--- src/rtl/multi_port_fifo_ram_pkg.sv ---
// Shared helpers for the multi-port FIFO RAM: lane-prefix counting,
// wrap-aware counter addition and default geometry constants.
package fifo_pkg;

    localparam int MAX_LANES   = 8;
    localparam int DEF_ENTRIES = 16;
    localparam int DEF_PTR_W   = $clog2(DEF_ENTRIES);
    localparam int DEF_CTR_W   = DEF_PTR_W + 1;

    // Length of the run of 1s starting at bit 0; stops at the first gap.
    function automatic int unsigned prefix_len(
        input logic [MAX_LANES-1:0] v
    );
        int unsigned n;
        logic        gap;
        n   = 0;
        gap = 1'b0;
        for (int k = 0; k < MAX_LANES; k++) begin
            if (!v[k]) gap = 1'b1;
            else if (!gap) n++;
        end
        return n;
    endfunction

    // Counter addition modulo 2^w.
    function automatic logic [31:0] ctr_add(
        input logic [31:0] a,
        input logic [31:0] b,
        input int unsigned w
    );
        logic [31:0] mask;
        mask = (32'd1 << w) - 32'd1;
        return (a + b) & mask;
    endfunction

endpackage

--- src/rtl/multi_port_fifo_ram_ptr_ctrl.sv ---
// Head/tail/occupancy control for the multi-port FIFO RAM.
// Optional tail rollback: MULTI_PORT_FIFO_RAM_ROLLBACK_EN.
module fifo_ptr_ctrl
    import fifo_pkg::*;
#(
    parameter  int N_ENTRIES   = DEF_ENTRIES,
    parameter  int N_ENQ_PORTS = 2,
    parameter  int N_DEQ_PORTS = 2,
    localparam int PTR_WIDTH   = $clog2(N_ENTRIES),
    localparam int CTR_WIDTH   = PTR_WIDTH + 1
) (
    input  logic                   clk_i,
    input  logic                   rst_aL_i,
    input  logic                   flush_i,
    input  logic [N_ENQ_PORTS-1:0] enq_valid_i,
    input  logic [N_DEQ_PORTS-1:0] deq_ready_i,
`ifdef MULTI_PORT_FIFO_RAM_ROLLBACK_EN
    input  logic                   rollback_valid_i,
    input  logic [CTR_WIDTH-1:0]   rollback_ctr_i,
`endif
    output logic [N_ENQ_PORTS-1:0] enq_ready_o,
    output logic [N_DEQ_PORTS-1:0] deq_valid_o,
    output logic [CTR_WIDTH-1:0]   enq_ctr_o,
    output logic [CTR_WIDTH-1:0]   deq_ctr_o,
    output logic [CTR_WIDTH-1:0]   count_o,
    output logic [CTR_WIDTH-1:0]   n_enq_o
);

    logic [CTR_WIDTH-1:0] enq_q, enq_d;
    logic [CTR_WIDTH-1:0] deq_q, deq_d;
    logic [CTR_WIDTH-1:0] cnt_q, cnt_d;
    logic [CTR_WIDTH-1:0] free_slots;
    logic [CTR_WIDTH-1:0] n_enq, n_deq;

    assign free_slots = CTR_WIDTH'(N_ENTRIES) - cnt_q;

    // Lane handshakes look only at registered occupancy.
    always_comb begin
        for (int i = 0; i < N_ENQ_PORTS; i++)
            enq_ready_o[i] = free_slots > CTR_WIDTH'(i);
        for (int i = 0; i < N_DEQ_PORTS; i++)
            deq_valid_o[i] = cnt_q > CTR_WIDTH'(i);
    end

    assign n_enq = CTR_WIDTH'(prefix_len(
        MAX_LANES'(enq_valid_i & enq_ready_o)));
    assign n_deq = CTR_WIDTH'(prefix_len(
        MAX_LANES'(deq_ready_i & deq_valid_o)));

    // Next head/tail/count; flush beats rollback beats normal advance.
    always_comb begin
        n_enq_o = n_enq;
        enq_d   = CTR_WIDTH'(ctr_add(32'(enq_q), 32'(n_enq), CTR_WIDTH));
        deq_d   = CTR_WIDTH'(ctr_add(32'(deq_q), 32'(n_deq), CTR_WIDTH));
        cnt_d   = cnt_q + n_enq - n_deq;
`ifdef MULTI_PORT_FIFO_RAM_ROLLBACK_EN
        if (rollback_valid_i) begin
            n_enq_o = '0;
            enq_d   = rollback_ctr_i;
            cnt_d   = rollback_ctr_i - deq_d;
        end
`endif
        if (flush_i) begin
            n_enq_o = '0;
            enq_d   = '0;
            deq_d   = '0;
            cnt_d   = '0;
        end
    end

    // Pointer state registers.
    always_ff @(posedge clk_i or negedge rst_aL_i) begin
        if (!rst_aL_i) begin
            enq_q <= '0;
            deq_q <= '0;
            cnt_q <= '0;
        end else begin
            enq_q <= enq_d;
            deq_q <= deq_d;
            cnt_q <= cnt_d;
        end
    end

    assign enq_ctr_o = enq_q;
    assign deq_ctr_o = deq_q;
    assign count_o   = cnt_q;

endmodule

--- src/rtl/multi_port_fifo_ram.sv ---
// N-wide in-order FIFO over a randomly accessible entry array.
// Optional tail rollback: MULTI_PORT_FIFO_RAM_ROLLBACK_EN.
module multi_port_fifo_ram
    import fifo_pkg::*;
#(
    parameter  int ENTRY_WIDTH   = 32,
    parameter  int N_ENTRIES     = DEF_ENTRIES,
    parameter  int N_ENQ_PORTS   = 2,
    parameter  int N_DEQ_PORTS   = 2,
    parameter  int N_READ_PORTS  = 2,
    parameter  int N_WRITE_PORTS = 2,
    localparam int PTR_WIDTH     = $clog2(N_ENTRIES),
    localparam int CTR_WIDTH     = PTR_WIDTH + 1
) (
    input  logic                                     clk,
    input  logic                                     rst_aL,
    input  logic                                     flush,
    output logic [N_ENQ_PORTS-1:0]                   enq_ready,
    input  logic [N_ENQ_PORTS-1:0]                   enq_valid,
    input  logic [N_ENQ_PORTS-1:0][ENTRY_WIDTH-1:0]  enq_data,
    output logic [N_DEQ_PORTS-1:0]                   deq_valid,
    input  logic [N_DEQ_PORTS-1:0]                   deq_ready,
    output logic [N_DEQ_PORTS-1:0][ENTRY_WIDTH-1:0]  deq_data,
    input  logic [N_READ_PORTS-1:0][PTR_WIDTH-1:0]   rd_addr,
    output logic [N_READ_PORTS-1:0][ENTRY_WIDTH-1:0] rd_data,
    input  logic [N_WRITE_PORTS-1:0]                 wr_en,
    input  logic [N_WRITE_PORTS-1:0][PTR_WIDTH-1:0]  wr_addr,
    input  logic [N_WRITE_PORTS-1:0][ENTRY_WIDTH-1:0] wr_data,
`ifdef MULTI_PORT_FIFO_RAM_ROLLBACK_EN
    input  logic                                     rollback_valid,
    input  logic [CTR_WIDTH-1:0]                     rollback_ctr,
`endif
    output logic [CTR_WIDTH-1:0]                     enq_ctr,
    output logic [CTR_WIDTH-1:0]                     deq_ctr,
    output logic [CTR_WIDTH-1:0]                     count,
    output logic [N_ENTRIES-1:0][ENTRY_WIDTH-1:0]    entry_douts
);

    logic [N_ENTRIES-1:0][ENTRY_WIDTH-1:0] entries_q, entries_d;
    logic [CTR_WIDTH-1:0]                  n_enq;
    logic [PTR_WIDTH-1:0]                  enq_ptr, deq_ptr;

    fifo_ptr_ctrl #(
        .N_ENTRIES   (N_ENTRIES),
        .N_ENQ_PORTS (N_ENQ_PORTS),
        .N_DEQ_PORTS (N_DEQ_PORTS)
    ) u_ptr_ctrl (
        .clk_i            (clk),
        .rst_aL_i         (rst_aL),
        .flush_i          (flush),
        .enq_valid_i      (enq_valid),
        .deq_ready_i      (deq_ready),
`ifdef MULTI_PORT_FIFO_RAM_ROLLBACK_EN
        .rollback_valid_i (rollback_valid),
        .rollback_ctr_i   (rollback_ctr),
`endif
        .enq_ready_o      (enq_ready),
        .deq_valid_o      (deq_valid),
        .enq_ctr_o        (enq_ctr),
        .deq_ctr_o        (deq_ctr),
        .count_o          (count),
        .n_enq_o          (n_enq)
    );

    assign enq_ptr = enq_ctr[PTR_WIDTH-1:0];
    assign deq_ptr = deq_ctr[PTR_WIDTH-1:0];

    // Per-entry write select: random ports in index order, enqueue last.
    always_comb begin
        entries_d = entries_q;
        for (int p = 0; p < N_WRITE_PORTS; p++)
            if (wr_en[p] && !flush)
                entries_d[wr_addr[p]] = wr_data[p];
        for (int i = 0; i < N_ENQ_PORTS; i++)
            if (CTR_WIDTH'(i) < n_enq)
                entries_d[enq_ptr + PTR_WIDTH'(i)] = enq_data[i];
    end

    // Entry storage.
    always_ff @(posedge clk or negedge rst_aL) begin
        if (!rst_aL) entries_q <= '0;
        else         entries_q <= entries_d;
    end

    // Head-relative and random-access read muxes.
    always_comb begin
        for (int i = 0; i < N_DEQ_PORTS; i++)
            deq_data[i] = entries_q[deq_ptr + PTR_WIDTH'(i)];
        for (int r = 0; r < N_READ_PORTS; r++)
            rd_data[r] = entries_q[rd_addr[r]];
    end

    assign entry_douts = entries_q;

endmodule

--- config.mk ---
export PLATFORM = sky130hd
export DESIGN_NAME = multi_port_fifo_ram
export DESIGN_NICKNAME = d
export VERILOG_FILES = /design/src/rtl/multi_port_fifo_ram_pkg.sv /design/src/rtl/multi_port_fifo_ram_ptr_ctrl.sv /design/src/rtl/multi_port_fifo_ram.sv
export SDC_FILE = /design/constraint.sdc
export NUM_CORES = 2
export LEC_CHECK = 0
export CORE_MARGIN = 5
export CORE_UTILIZATION = 35
export DETAILED_ROUTE_END_ITERATION = 8
export PLACE_DENSITY = 0.53
export SLEW_MARGIN = 15
export SYNTH_ARGS = -nofsm -noshare
export SYNTH_HDL_FRONTEND = slang
export SYNTH_SLANG_ARGS = --single-unit
--- constraint.sdc ---
create_clock -name clk -period 4.96 [get_ports clk]
set_input_delay 0.744 -clock clk [delete_from_list [all_inputs] [get_ports clk]]
set_output_delay 0.744 -clock clk [all_outputs]
set_load 0.02 [all_outputs]
[Word-level counts from Yosys, hierarchy flattened]
Cells that the tools add are included.
Cells by class
  add/sub/neg operators: 21
  $lt $le $gt $ge: 18
  muxes and demuxes: 72
  bitwise logic cells: 2
  reduce and logical (&&, ||, !) cells: 7
Operator list (count)
  $bwmux W512: 4
  $mux W512: 4
  $bmux W32 S4: 4
  $demux W32 S4: 4
  $mux W32: 8
  $mux W5: 30
  $add A5 B1 Y5 const B: 12
  $lt A4 B5 Y1 const B: 8
  $gt A5 B1 Y1 const B: 4
  $ge A4 B1 Y1 const B: 4
  $mux W1: 16
  $add A5 B5 Y5: 3
  $lt A1 B5 Y1 const A: 2
  $add A4 B1 Y4 const B: 2
  $logic_and A1 B1 Y1: 6
  $sub A5 B5 Y5: 1
  $sub A5 B5 Y5 const A: 1
  $add A1 B1 Y2 const B: 2
  $and A2 B2 Y2: 2
  $mux W2: 2
  $logic_not A1 Y1: 1
Word-level totals
  register bits after elaboration: 527
  input bits: 153
  output and inout port bits: 659
  logic and storage cells: 139

[Longest topological paths before layout]
  depth in word-level cells: 30
  gate-level depth with buffers: 19
  depth with buffers taken out: 17

[By module]
A second synthesis with hierarchy kept.
Unflattened totals
  cells, all modules: 4776
  area, all modules: 49563.8 sq um
By module, submodules not included
  multi_port_fifo_ram: times used 1, cells each 4669, area an instance 48475.2 sq um, sequential area each 12812.3 sq um
  fifo_ptr_ctrl: times used 1, cells each 107, area an instance 1088.5 sq um, sequential area each 375.4 sq um

[Worst setup path before layout]
OpenSTA, ideal clock, no wires.
  kind: reg-to-reg
  start point: register u_ptr_ctrl.cnt_q[2], in the netlist u_ptr_ctrl.count_o[2]
  end point: register u_ptr_ctrl.cnt_q[4], in the netlist u_ptr_ctrl.count_o[4]
  library setup time: 78 ps
  arrival: 3782 ps
  data required time: 4882 ps
  setup slack: 1100 ps
  stages on the path, launching flop included: 18
  path buffers: 2
  clock period less this slack: 3860 ps
  cells stage by stage: dfrtp_1 > inv_1 > ha_1 > and2_1 > ha_1 > o211a_1 > clkbuf_1 > nand2_1 > clkbuf_1 > nand4_1 > xor2_1 > ha_1 > o21bai_1 > ha_1 > a21oi_1 > nor2_1 > or3_1 > a21oi_1
Between the ends
  elaborated cells on any way between the ends: 68
  classes of those cells: add/sub: 17; order compare: 4; mux: 45; bitwise: 2
RTL lines
  start: declaration: line multi_port_fifo_ram_ptr_ctrl.sv:31  | logic [CTR_WIDTH-1:0] cnt_q, cnt_d;
  start signal: assignment: line multi_port_fifo_ram_ptr_ctrl.sv:80  | cnt_q <= cnt_d;
  $sub A5 B5 Y5 *: line multi_port_fifo_ram_ptr_ctrl.sv:35  | assign free_slots = CTR_WIDTH'(N_ENTRIES) - cnt_q;
  $gt A5 B1 Y1 *: line multi_port_fifo_ram_ptr_ctrl.sv:40  | enq_ready_o[i] = free_slots > CTR_WIDTH'(i);
  via enq_ready[1]: line multi_port_fifo_ram.sv:18  | output logic [N_ENQ_PORTS-1:0] enq_ready,
  $and A2 B2 Y2 *: line multi_port_fifo_ram_ptr_ctrl.sv:46  | MAX_LANES'(enq_valid_i & enq_ready_o)));
  $mux W5: line multi_port_fifo_ram_pkg.sv:19  | if (!v[k]) gap = 1'b1;
  $add A5 B1 Y5: line multi_port_fifo_ram_pkg.sv:20  | else if (!gap) n++;
  $mux W5: line multi_port_fifo_ram_pkg.sv:20
  $mux W5: line multi_port_fifo_ram_pkg.sv:19
  [11 not listed]
  $mux W5: line multi_port_fifo_ram_pkg.sv:19
  $add A5 B1 Y5: line multi_port_fifo_ram_pkg.sv:20
  $mux W5: line multi_port_fifo_ram_pkg.sv:20
  $mux W5 *: line multi_port_fifo_ram_pkg.sv:19
  $add A5 B5 Y5 *: line multi_port_fifo_ram_ptr_ctrl.sv:55  | cnt_d = cnt_q + n_enq - n_deq;
  $sub A5 B5 Y5 *: line multi_port_fifo_ram_ptr_ctrl.sv:55
  $mux W5 *: line multi_port_fifo_ram_ptr_ctrl.sv:63  | if (flush_i) begin
  via u_ptr_ctrl.cnt_d[4]: line multi_port_fifo_ram_ptr_ctrl.sv:31
Mark *: on every way through the listed nets, which the timed path passes. The rest lies on a longest branch.

==> flow_summary.ini <==
[status]
status = completed

[sta]
min_period_over_period = 0.898
holdWs_ps = 106
finalSetupViolations = 0
tns_ps = 0
maxSlewHeadroom = 0.168
max_freq_mhz = 224
tightest_slew_ps = 1240
finClkSkew_ps = 30.6
hold_viol = 0
rsz0062_at_grt = false
maxSlewViolCount = 0
fin_crit_ps = 4460

[logic_synthesis]
yosys-top-cells-area = mux4_2, dfrtp_1, o211ai_1, a2bb2oi_1, a21oi_1
synth_area_um2 = 50400
seq_area_frac_synth = 0.261
ys_ff_latch = 527
synth.most_common_cell = o211ai_1
synth_ff_type = dfrtp_1
yosysWarnings = 0
synth_edf_count = 0
synth_area_per_cell_um2 = 10.1
synthDistinctLibCells = 58
netlist_instances = 4971
synth_fp_nets = 5144
synth_commonest_cells = o211ai_1, clkbuf_1, mux4_2
yosys.area.top_type = mux4_2
async_flop_share = 1.00
netlist.area_leader.share = 0.271

[clocking]
worstSkewPairLatency_ps = 670
cts_resized = 0
cts_tree = yes
path_clk_slew_ps = 60
clkSinkCount = 527
cts_setup_buffers = 0
ctsHoldBuffers = 0
cts.htree.levels = 3
cts_root_buf = clkbuf_16
cts_made_buffers = 68
clk_path_buf_depth = 3

[floorplan]
ioPinCount = 812
start_util = 0.352
core_area_um2 = 143000
die-area_um2 = 152000
die_h_um = 390
rows = 139
die_w_um = 390

[critical_path]
end_kind = primary output
r2r_setup_slack_ps = 980
arrival_ps = 3710
setup.worst_path.start_class = register
r2r-start = u_ptr_ctrl.count_o[2]
criticalPathCategory = register to primary output
crit_family = buffers and inverters
crit_buf_inv = 3
slowest_delay_ps = 720
startpoint = u_ptr_ctrl.deq_ctr_o[0]
slowest_stage = dfrtp_4
crit_path_cell_trace = buf_12, buf_12, mux4_2, mux4_2, clkdlybuf4s50_1
critical_path_peak_fanout = 58
cp_data_required_time_ps = 4220

[grt]
grt_pass1_vias = 53800
grt.overflow.total = 0
grtUsageTotal = 0.409
grt_max_degree = 98
antenna_found_initial = 27
grt_pass1_wl_um = 447000

[drt]
first_pass_iters = 6
drcViolationCount = 0
routed_wl_um = 327000
drt-initial-drc-count = 9356
wire_per_inst_um = 45.2
via_count = 57100
via_per_inst = 7.90
drt.antenna.violating_nets = 0

[placement]
place_congestion = 0.975
portBuffers = 811
hpwlAfterDp_um = 220000

[layout]
fillers = 13500
final_util = 0.439
syn_to_final_growth_pct = 24.7
drive_gt1_frac = 0.201
final_nets = 5431

[power_and_ir_drop]
vdd_drop_max_mv = 0.497
p_per_area_nw_per_um2 = 619
power.leakage_nw = 22.3

[min_path]
holdCritPathClass = input pin to async pin

[run]
cap_violations = 0
path summary, 6_finish.rpt:
path,end,cells after the start
max,deq_data[40],5
max in group asynchronous,entry_douts[47],2
min in group clk,u_ptr_ctrl.deq_ctr_o[4],2
min reg2reg,u_ptr_ctrl.deq_ctr_o[4],2
max reg2reg,entry_douts[121],11
min,u_ptr_ctrl.count_o[3],1
power by group:
part           internal, mW  switching, mW  total, mW
Combinational          12.3           10.8       23.1
Sequential             5.88           4.74       10.6
Clock                  2.91           2.27       5.18
flip-flops by register name (all words and copies together), names as in the netlist:
signal / count
u_ptr_ctrl.enq_ctr_o: 5
u_ptr_ctrl.deq_ctr_o: 5
u_ptr_ctrl.count_o: 5
entry_douts: 512
cells in the final DEF (no fill, tap or decap), drive strengths merged, types with 33 or more instances in the layout:
master / count
clkdlybuf4s50: 799
clkbuf: 95
o21ai: 224
and2: 46
or3: 67
a21o: 33
nor3: 39
a2bb2oi: 491
nand2: 101
nor2: 211
buf: 243
a21oi: 548
a211o: 85
dfrtp: 527
nand3: 51
a221o: 109
nor2b: 48
a221oi: 67
a211oi: 50
o211ai: 625
mux4: 608
per-stage QoR:
stage	area, µm²	setup slack, ps	power [mW]	cells
after floorplan	50400	1100	22.4	4971
final	62900	504	38.9	7230
after global routing	62900	375	40.1	7218
after CTS	62900	426	38.5	7210
after global placement	60700	1010	33.1	7091
after detailed placement	60700	1010	33.3	7091
per-layer routing:
layer / global-route usage / up-vias / wire, µm
met5: 0.00447 / - / 217
met3: 0.151 / 1275 / 47900
met2: 0.596 / 5873 / 138000
met4: 0.235 / 16 / 23000
met1: 0.524 / 29000 / 118000
li1: - / 21000 / -
area by class of cell:
| class | instances | area, µm² | area share |
|---|---|---|---|
| inverter | 13 | 48.8 | 0.000775 |
| sequential | 527 | 13200 | 0.210 |
| tap | 1903 | 2380 | 0.0378 |
| antenna | 20 | 50.0 | 0.000795 |
| multi-input combinational | 3606 | 34700 | 0.551 |
| clock buffer | 95 | 1950 | 0.0311 |
| timing repair buffer | 1042 | 10400 | 0.165 |
| clock inverter | 24 | 223 | 0.00354 |
worst register-to-register path: cells and delay by family (launching register included):
family                   cells  cell delay (ps)
AO/OA/AOI/OAI                3              940
buffers and inverters        4             1200
adder cells (fa/ha/maj)      2              520
AND/OR/NAND/NOR              2              760
flip-flops                   1              490
cell families (layout without fill, tap and decap cells):
family	count (synthesis)	after routing	synth area share
AOI/OAI and AO/OA	2302	2302	0.326
xor gates and xnor gates	11	11	0.00191
adders and majority gates	20	20	0.00526
buffers and inverters	838	1174	0.0639
DFF	527	527	0.261
muxes	642	642	0.278
other	0	20	0
and+or+nand+nor	631	631	0.0630
(Power assumes the default switching activity.)
